`config.mk`:
```
export PLATFORM = sky130hd
export DESIGN_NAME = fetch_sequencer
export DESIGN_NICKNAME = d
export VERILOG_FILES = /design/src/rtl/fetch_sequencer.sv
export SDC_FILE = /design/constraint.sdc
export NUM_CORES = 1
export LEC_CHECK = 0
export CAP_MARGIN = 20
export CORE_ASPECT_RATIO = 0.75
export CORE_MARGIN = 1
export CORE_UTILIZATION = 40
export DETAILED_ROUTE_END_ITERATION = 8
export GPL_ROUTABILITY_DRIVEN = 0
export PLACE_DENSITY_LB_ADDON = 0.1
export SLEW_MARGIN = 5
export SYNTH_ARGS = -nofsm -noshare
export SYNTH_HDL_FRONTEND = slang
export SYNTH_SLANG_ARGS = --single-unit
```
`constraint.sdc`:
```
create_clock -name CLK -period 2.95 [get_ports CLK]
set_clock_uncertainty 0.05 [all_clocks]
set_input_delay 0.59 -clock CLK [delete_from_list [all_inputs] [get_ports CLK]]
set_output_delay 0.59 -clock CLK [all_outputs]
set_load 0.05 [all_outputs]
```
`src/rtl/fetch_sequencer.sv`:
```
// Fetch/issue controller for the 3-bit program counter. It walks the counter,
// reads an 8-entry instruction store and issues decoded fields over valid/ready.
module fetch_sequencer #(
    parameter int         INSTR_W = 12,
    parameter bit         WRAP_EN = 1'b0,
    parameter logic [2:0] HALT_OP = 3'b111
) (
    input  logic               CLK,
    input  logic               clear_n,
    input  logic               start,
    input  logic               prog_we,
    input  logic [2:0]         prog_addr,
    input  logic [INSTR_W-1:0] prog_data,
    input  logic [2:0]         pc_in,
    output logic               pc_clear,
    output logic               pc_enable,
    output logic               pc_increment,
    output logic               instr_valid,
    input  logic               instr_ready,
    output logic [2:0]         op,
    output logic [2:0]         rd,
    output logic [2:0]         ra,
    output logic [2:0]         rb_imm,
    output logic [2:0]         instr_addr,
    output logic               busy,
    output logic               halted,
    output logic [2:0]         dbg_state
);

    // Handshake: an instruction transfers on any rising CLK edge where
    // instr_valid && instr_ready; valid and fields stay fixed until then.
    typedef enum logic [2:0] {
        S_IDLE   = 3'd0,
        S_CLR    = 3'd1,
        S_ADV    = 3'd2,
        S_READ   = 3'd3,
        S_ISSUE  = 3'd4,
        S_HALTED = 3'd5
    } state_t;

    state_t             state;
    state_t             state_nxt;
    logic [INSTR_W-1:0] mem [8];
    logic [INSTR_W-1:0] ir;

    always_ff @(posedge CLK or negedge clear_n) begin
        if (!clear_n) begin
            state <= S_IDLE;
        end else begin
            state <= state_nxt;
        end
    end

    always_ff @(posedge CLK or negedge clear_n) begin
        if (!clear_n) begin
            ir         <= '0;
            instr_addr <= 3'd0;
        end else if (state == S_READ) begin
            ir         <= mem[pc_in];
            instr_addr <= pc_in;
        end
    end

    // The store keeps its contents through reset.
    always_ff @(posedge CLK) begin
        if (state == S_IDLE && prog_we) begin
            mem[prog_addr] <= prog_data;
        end
    end

    always_comb begin
        state_nxt    = state;
        pc_clear     = 1'b0;
        pc_enable    = 1'b0;
        pc_increment = 1'b0;
        instr_valid  = 1'b0;
        busy         = 1'b1;
        halted       = 1'b0;
        case (state)
            S_IDLE: begin
                busy = 1'b0;
                if (start) state_nxt = S_CLR;
            end
            S_CLR: begin
                pc_clear  = 1'b1;
                state_nxt = S_ADV;
            end
            S_ADV: begin
                pc_enable    = 1'b1;
                pc_increment = 1'b1;
                state_nxt    = S_READ;
            end
            S_READ: begin
                state_nxt = S_ISSUE;
            end
            S_ISSUE: begin
                instr_valid = 1'b1;
                if (instr_ready) begin
                    if (op == HALT_OP) begin
                        state_nxt = S_HALTED;
                    end else if (instr_addr == 3'd7 && !WRAP_EN) begin
                        state_nxt = S_IDLE;
                    end else begin
                        state_nxt = S_ADV;
                    end
                end
            end
            S_HALTED: begin
                busy   = 1'b0;
                halted = 1'b1;
                if (start) state_nxt = S_CLR;
            end
            default: begin
                state_nxt = S_IDLE;
            end
        endcase
    end

    assign op        = ir[11:9];
    assign rd        = ir[8:6];
    assign ra        = ir[5:3];
    assign rb_imm    = ir[2:0];
    assign dbg_state = state;

endmodule

```
# Word level (Yosys, flattened, before mapping)
# Memories as Yosys holds them, arrays and structs flattened. A register that Yosys moved wholly into a read port is not among the register bits.
# Index checks and enable logic that the tools add are counted.
op_classes:
  eq_ne: 9
  n_mux: 12
  n_reduce_logical: 5
op_table:
  columns: ["operator", "count"]
  rows:
  - ["3-bit case mux with 5 select lines", 1]
  - ["3-bit == test, second input constant", 4]
  - ["3-bit 2-to-1 mux", 3]
  - ["1-bit 2-to-1 mux", 7]
  - ["3-bit by 2-bit == test with 1-bit output, second input constant", 2]
  - ["3-bit by 1-bit == test with 1-bit output, second input constant", 1]
  - ["3-bit logical NOT", 1]
  - ["2-bit 2-to-1 mux", 1]
  - ["2-bit by 1-bit != test with 1-bit output, second input constant", 1]
  - ["2-bit != test, second input constant", 1]
  - ["2-bit AND reduction", 1]
  - ["2-bit OR reduction", 1]
  - ["1-bit logical AND", 1]
  - ["1-bit logical NOT", 1]
totals:
  regBits: 6
  ram_bits: 96
  output_inout_bits: 24
  elab_cells: 29
  n_memories: 1
mem_list:
  columns: ["memory", "words", "word_bits", "read_ports", "rd_clocked_by_memory_dff", "write_ports", "line", "rtl"]
  rows:
  - ["mem", 8, 12, 1, 1, 1, "43", "logic [INSTR_W-1:0] mem [8];"]

# Longest topological paths before layout
depth:
  depth_word: 5
  ltp_mapped: 6

# Worst setup path after synthesis
# No wires, ideal clock.
synth_timing:
  path_type: "register to output"
  start: "register state[1] (netlist: dbg_state[1])"
  end: "output port pc_increment"
  t_arrival_ps: 2509
  t_required_ps: 2310
  slack_ps: -199
  stages_incl_launch_ff: 4
  n_path_buf: 2
  path_cell_list: "dfrtp_1 > buf_2 > nor3b_1 > buf_4"
synth_between:
  elab_chain_len: 2
synth_rtl:
  columns: ["element", "line", "rtl"]
  rows:
  - ["start, declared", "41", "state_t state;"]
  - ["start signal, assigned", "50", "state <= state_nxt;"]
  - ["3-bit by 2-bit == test with 1-bit output", null, null]
  - ["1-bit 2-to-1 mux", null, null]
  - ["end, declared", "17", "output logic pc_increment,"]
# Every way passes these cells.

# Worst setup path after layout
layout_timing:
  start: "register state[0] (netlist: dbg_state[0])"
  end: "output port pc_clear"
layout_between:
  elab_chain_len: 2
layout_rtl:
  columns: ["element", "line", "rtl"]
  rows:
  - ["3-bit by 1-bit == test with 1-bit output", "79", "case (state)"]
  - ["1-bit 2-to-1 mux", "79", null]
  - ["end, declared", "15", "output logic pc_clear,"]
# Every way passes these cells.

==> results.toml <==
[worst_hold_path]
worstHoldEndpoint = "ir[1]"
whs_path_depth = 2
worstHoldStart = "ir[1]"
hold_class = "flop to flop"

[floorplanning]
start_util_pct = 41.66
ios = 47
row_count = 33
core_area_um2 = 11110
die_h_um = 95.14
fp.dieW_um = 126.2
die_area_um2 = 12010

[global_routing]
groute.usage.overall_pct = 17.56
antenna_found_initial = 0
gr-usage-met3_pct = 4.321
gr-max-usage-layer = "met2"
overflow = 0
grt.met2_usage_pct = 28.04
grt_pass1_wl_mm = 14.50
grtUsageMet1_pct = 22.51
first_global_vias = 2483
grt_max_degree = 50

[logic_synthesis]
yosys_warnings = 0
synth_edf_count = 96
synth_compound_area_share_pct = 7.788
yosys_register_bits = 114
yosys.area_share.simple_pct = 4.867
synth_xor_area_share_pct = 0.3786
async_flop_share_pct = 15.79
syn-cell-area_um2 = 4627
synthesis.nets = 292
ys_seq_area_share_pct = 72.04
muxShareOfSynthArea_pct = 11.76
synth_top_family_by_area = "multiplexers"
netlist_instances = 269
synth_flop_cell = "edfxtp_1"
avgSynthCellArea_um2 = 17.20
synth_fa_ha_area_share_pct = 0
synthDistinctLibCells = 32

[timing]
max_slew_margin_pct = 57.74
hold_viol = 0
setup_tns_ps = 0
rsz0062_at_grt = "no"
setup_viol = 0
period_needed_ps = 2787
worst_slack_ps = 162.9
tightest_slew_ps = 632.3
fmax_ghz = 0.3588
fin_crit_sh_pct = 94.48
drv_slew = 0

[power_and_ir_drop]
peakVddDrop_mv = 0.4802
power_density_nw_per_um2 = 932.3
p_leak_nw = 2.091

[routing]
drt-vias-per-instance = 5.236
num_vias = 2529
route.detailed.drc = 0
drt_iter0_drc = 170
wl_mm = 9.392
dr.pass1.iters = 7
wire_per_inst_um = 19.45
drtAntennaViolNets = 0

[worst_setup_path]
endpoint_kind = "primary output"
r2r-end = "mem[1][3]"
reg2reg_depth = 4
r2r_slack_ps = 1050
cp_max_fo = 13
startpoint = "dbg_state[0]"
cp-start-kind = "flop"
required_ps = 2310
r2r_start = "dbg_state[0]"
critPathKind = "flop to primary output"
crit_arrival_ps = 2150

[cts]
htree_levels = 4
clock-sinks = 114
cts_buffer_depth = 2
cts_resized = 0
clk_latency_ps = 400
path_clk_slew_ps = 50
cts_tree = "yes"
post-cts-setup-buffer-count = 0
hold_buffers = 0
cts-root-buf = "clkbuf_16"
cts_buffers = 17

[placement]
dp_hpwl_mm = 5.525
dpl.cell_count = 451
port_buffers = 46
pre_cts_ws_ps = 570.4

[run]
maxCapViolations = 0

[finish]
antenna_cells = 0
drive_gt1_share_pct = 23.62
area_delta_synth_final_pct = 25.28
fin_cells = 483
fin_nets = 353

[status]
status = "finished clean"
-- worst max-delay path, cell delays in order, from the launching register on --
cell	delay, ps
dfrtp_1	640
inv_1	110
nor3_1	180
clkdlybuf4s50_1	820
-- layout make-up --
cell class              instances  area (µm²)
clock inverters                 7       85.08
fillers                       909        5310
flip-flops and latches        114        3333
repair buffers                 58       558.0
well taps                     140       175.2
inverters                       2       7.507
multi-input cells             137        1162
clock buffers                  25       475.5
-- metal layers --
metal | vias to the layer above | part of all wire (%)
li1 | 1177 | -
met1 | 1279 | 47
met2 | 59 | 48
met3 | 14 | 3.9
met4 | 0 | 1.4
met5 | - | 0
-- state kept, by name, summed over array words and instances, names as in the netlist --
signal      count
ir             12
instr_addr      3
dbg_state       3
mem            96
-- Yosys cell counts, types with 2 or more instances --
library cell / n / area, µm²
a22o_1: 12 / 105.1
buf_12: 2 / 40.04
buf_2: 5 / 25.02
buf_6: 2 / 22.52
clkbuf_1: 3 / 11.26
dfrtp_1: 18 / 450.4
edfxtp_1: 96 / 2883
inv_1: 2 / 7.510
mux2_2: 27 / 304.0
mux2i_1: 24 / 240.2
nand2_1: 16 / 60.06
nand2b_1: 6 / 37.54
nor2_1: 10 / 37.54
nor2b_1: 2 / 12.51
nor3_1: 3 / 15.01
o22ai_1: 12 / 75.07
o31ai_1: 4 / 30.03
o31ai_2: 9 / 112.6
o32ai_1: 2 / 17.52
xnor2_1: 2 / 17.52
-- cells in the final DEF (no fill, tap or decap), drive strengths merged, types with 12 or more instances in the layout --
cell	instances
nand2	16
edfxtp	96
o31ai	13
clkbuf	25
clkdlybuf4s50	45
dfrtp	18
buf	13
o22ai	12
a22o	12
mux2	27
mux2i	24
-- where the power goes --
part / leakage [nW] / switching (W) / internal (W)
logic: 0.729 / 0.000902 / 0.000515
registers: 1.08 / 0.000151 / 0.00192
clock network: 0.279 / 0.000636 / 0.00128
total: 2.09 / 0.00169 / 0.00372
-- how the worst max path moves through the flow --
stage                to  slack [ps]  cells past startpoint
6_report       pc_clear         160                      3
5_1_grt        pc_clear          70                      3
4_1_cts        pc_clear         140                      3
3_5_place_dp   pc_clear         570                      3
3_3_place_gp   pc_clear         580                      3
2_1_floorplan  pc_clear         160                      3
-- through the flow --
| step | utilization [%] | area [µm²] | power [W] | hold slack, ps |
|---|---|---|---|---|
| 4_1_cts | 52.19 | 5797 | 0.005462 | 446.4 |
| 3_5_place_dp | 47.14 | 5236 | 0.003541 | 434.5 |
| 2_1_floorplan | - | 4632 | 0.003071 | 244.4 |
| 6_report | 52.19 | 5797 | 0.005404 | 440.3 |
| 3_3_place_gp | 47.14 | 5236 | 0.003524 | 427.1 |
| 5_1_grt | 52.19 | 5797 | 0.005610 | 468.8 |
-- cell families (layout without fill, tap and decap cells) --
group,count (synthesis),after routing
buffers and inverters,18,92
and+or+nand+nor,42,42
xor gates and xnor gates,2,2
AOI/OAI and AO/OA,42,42
DFF,114,114
muxes,51,51
Power figures use the tool's default switching activity.
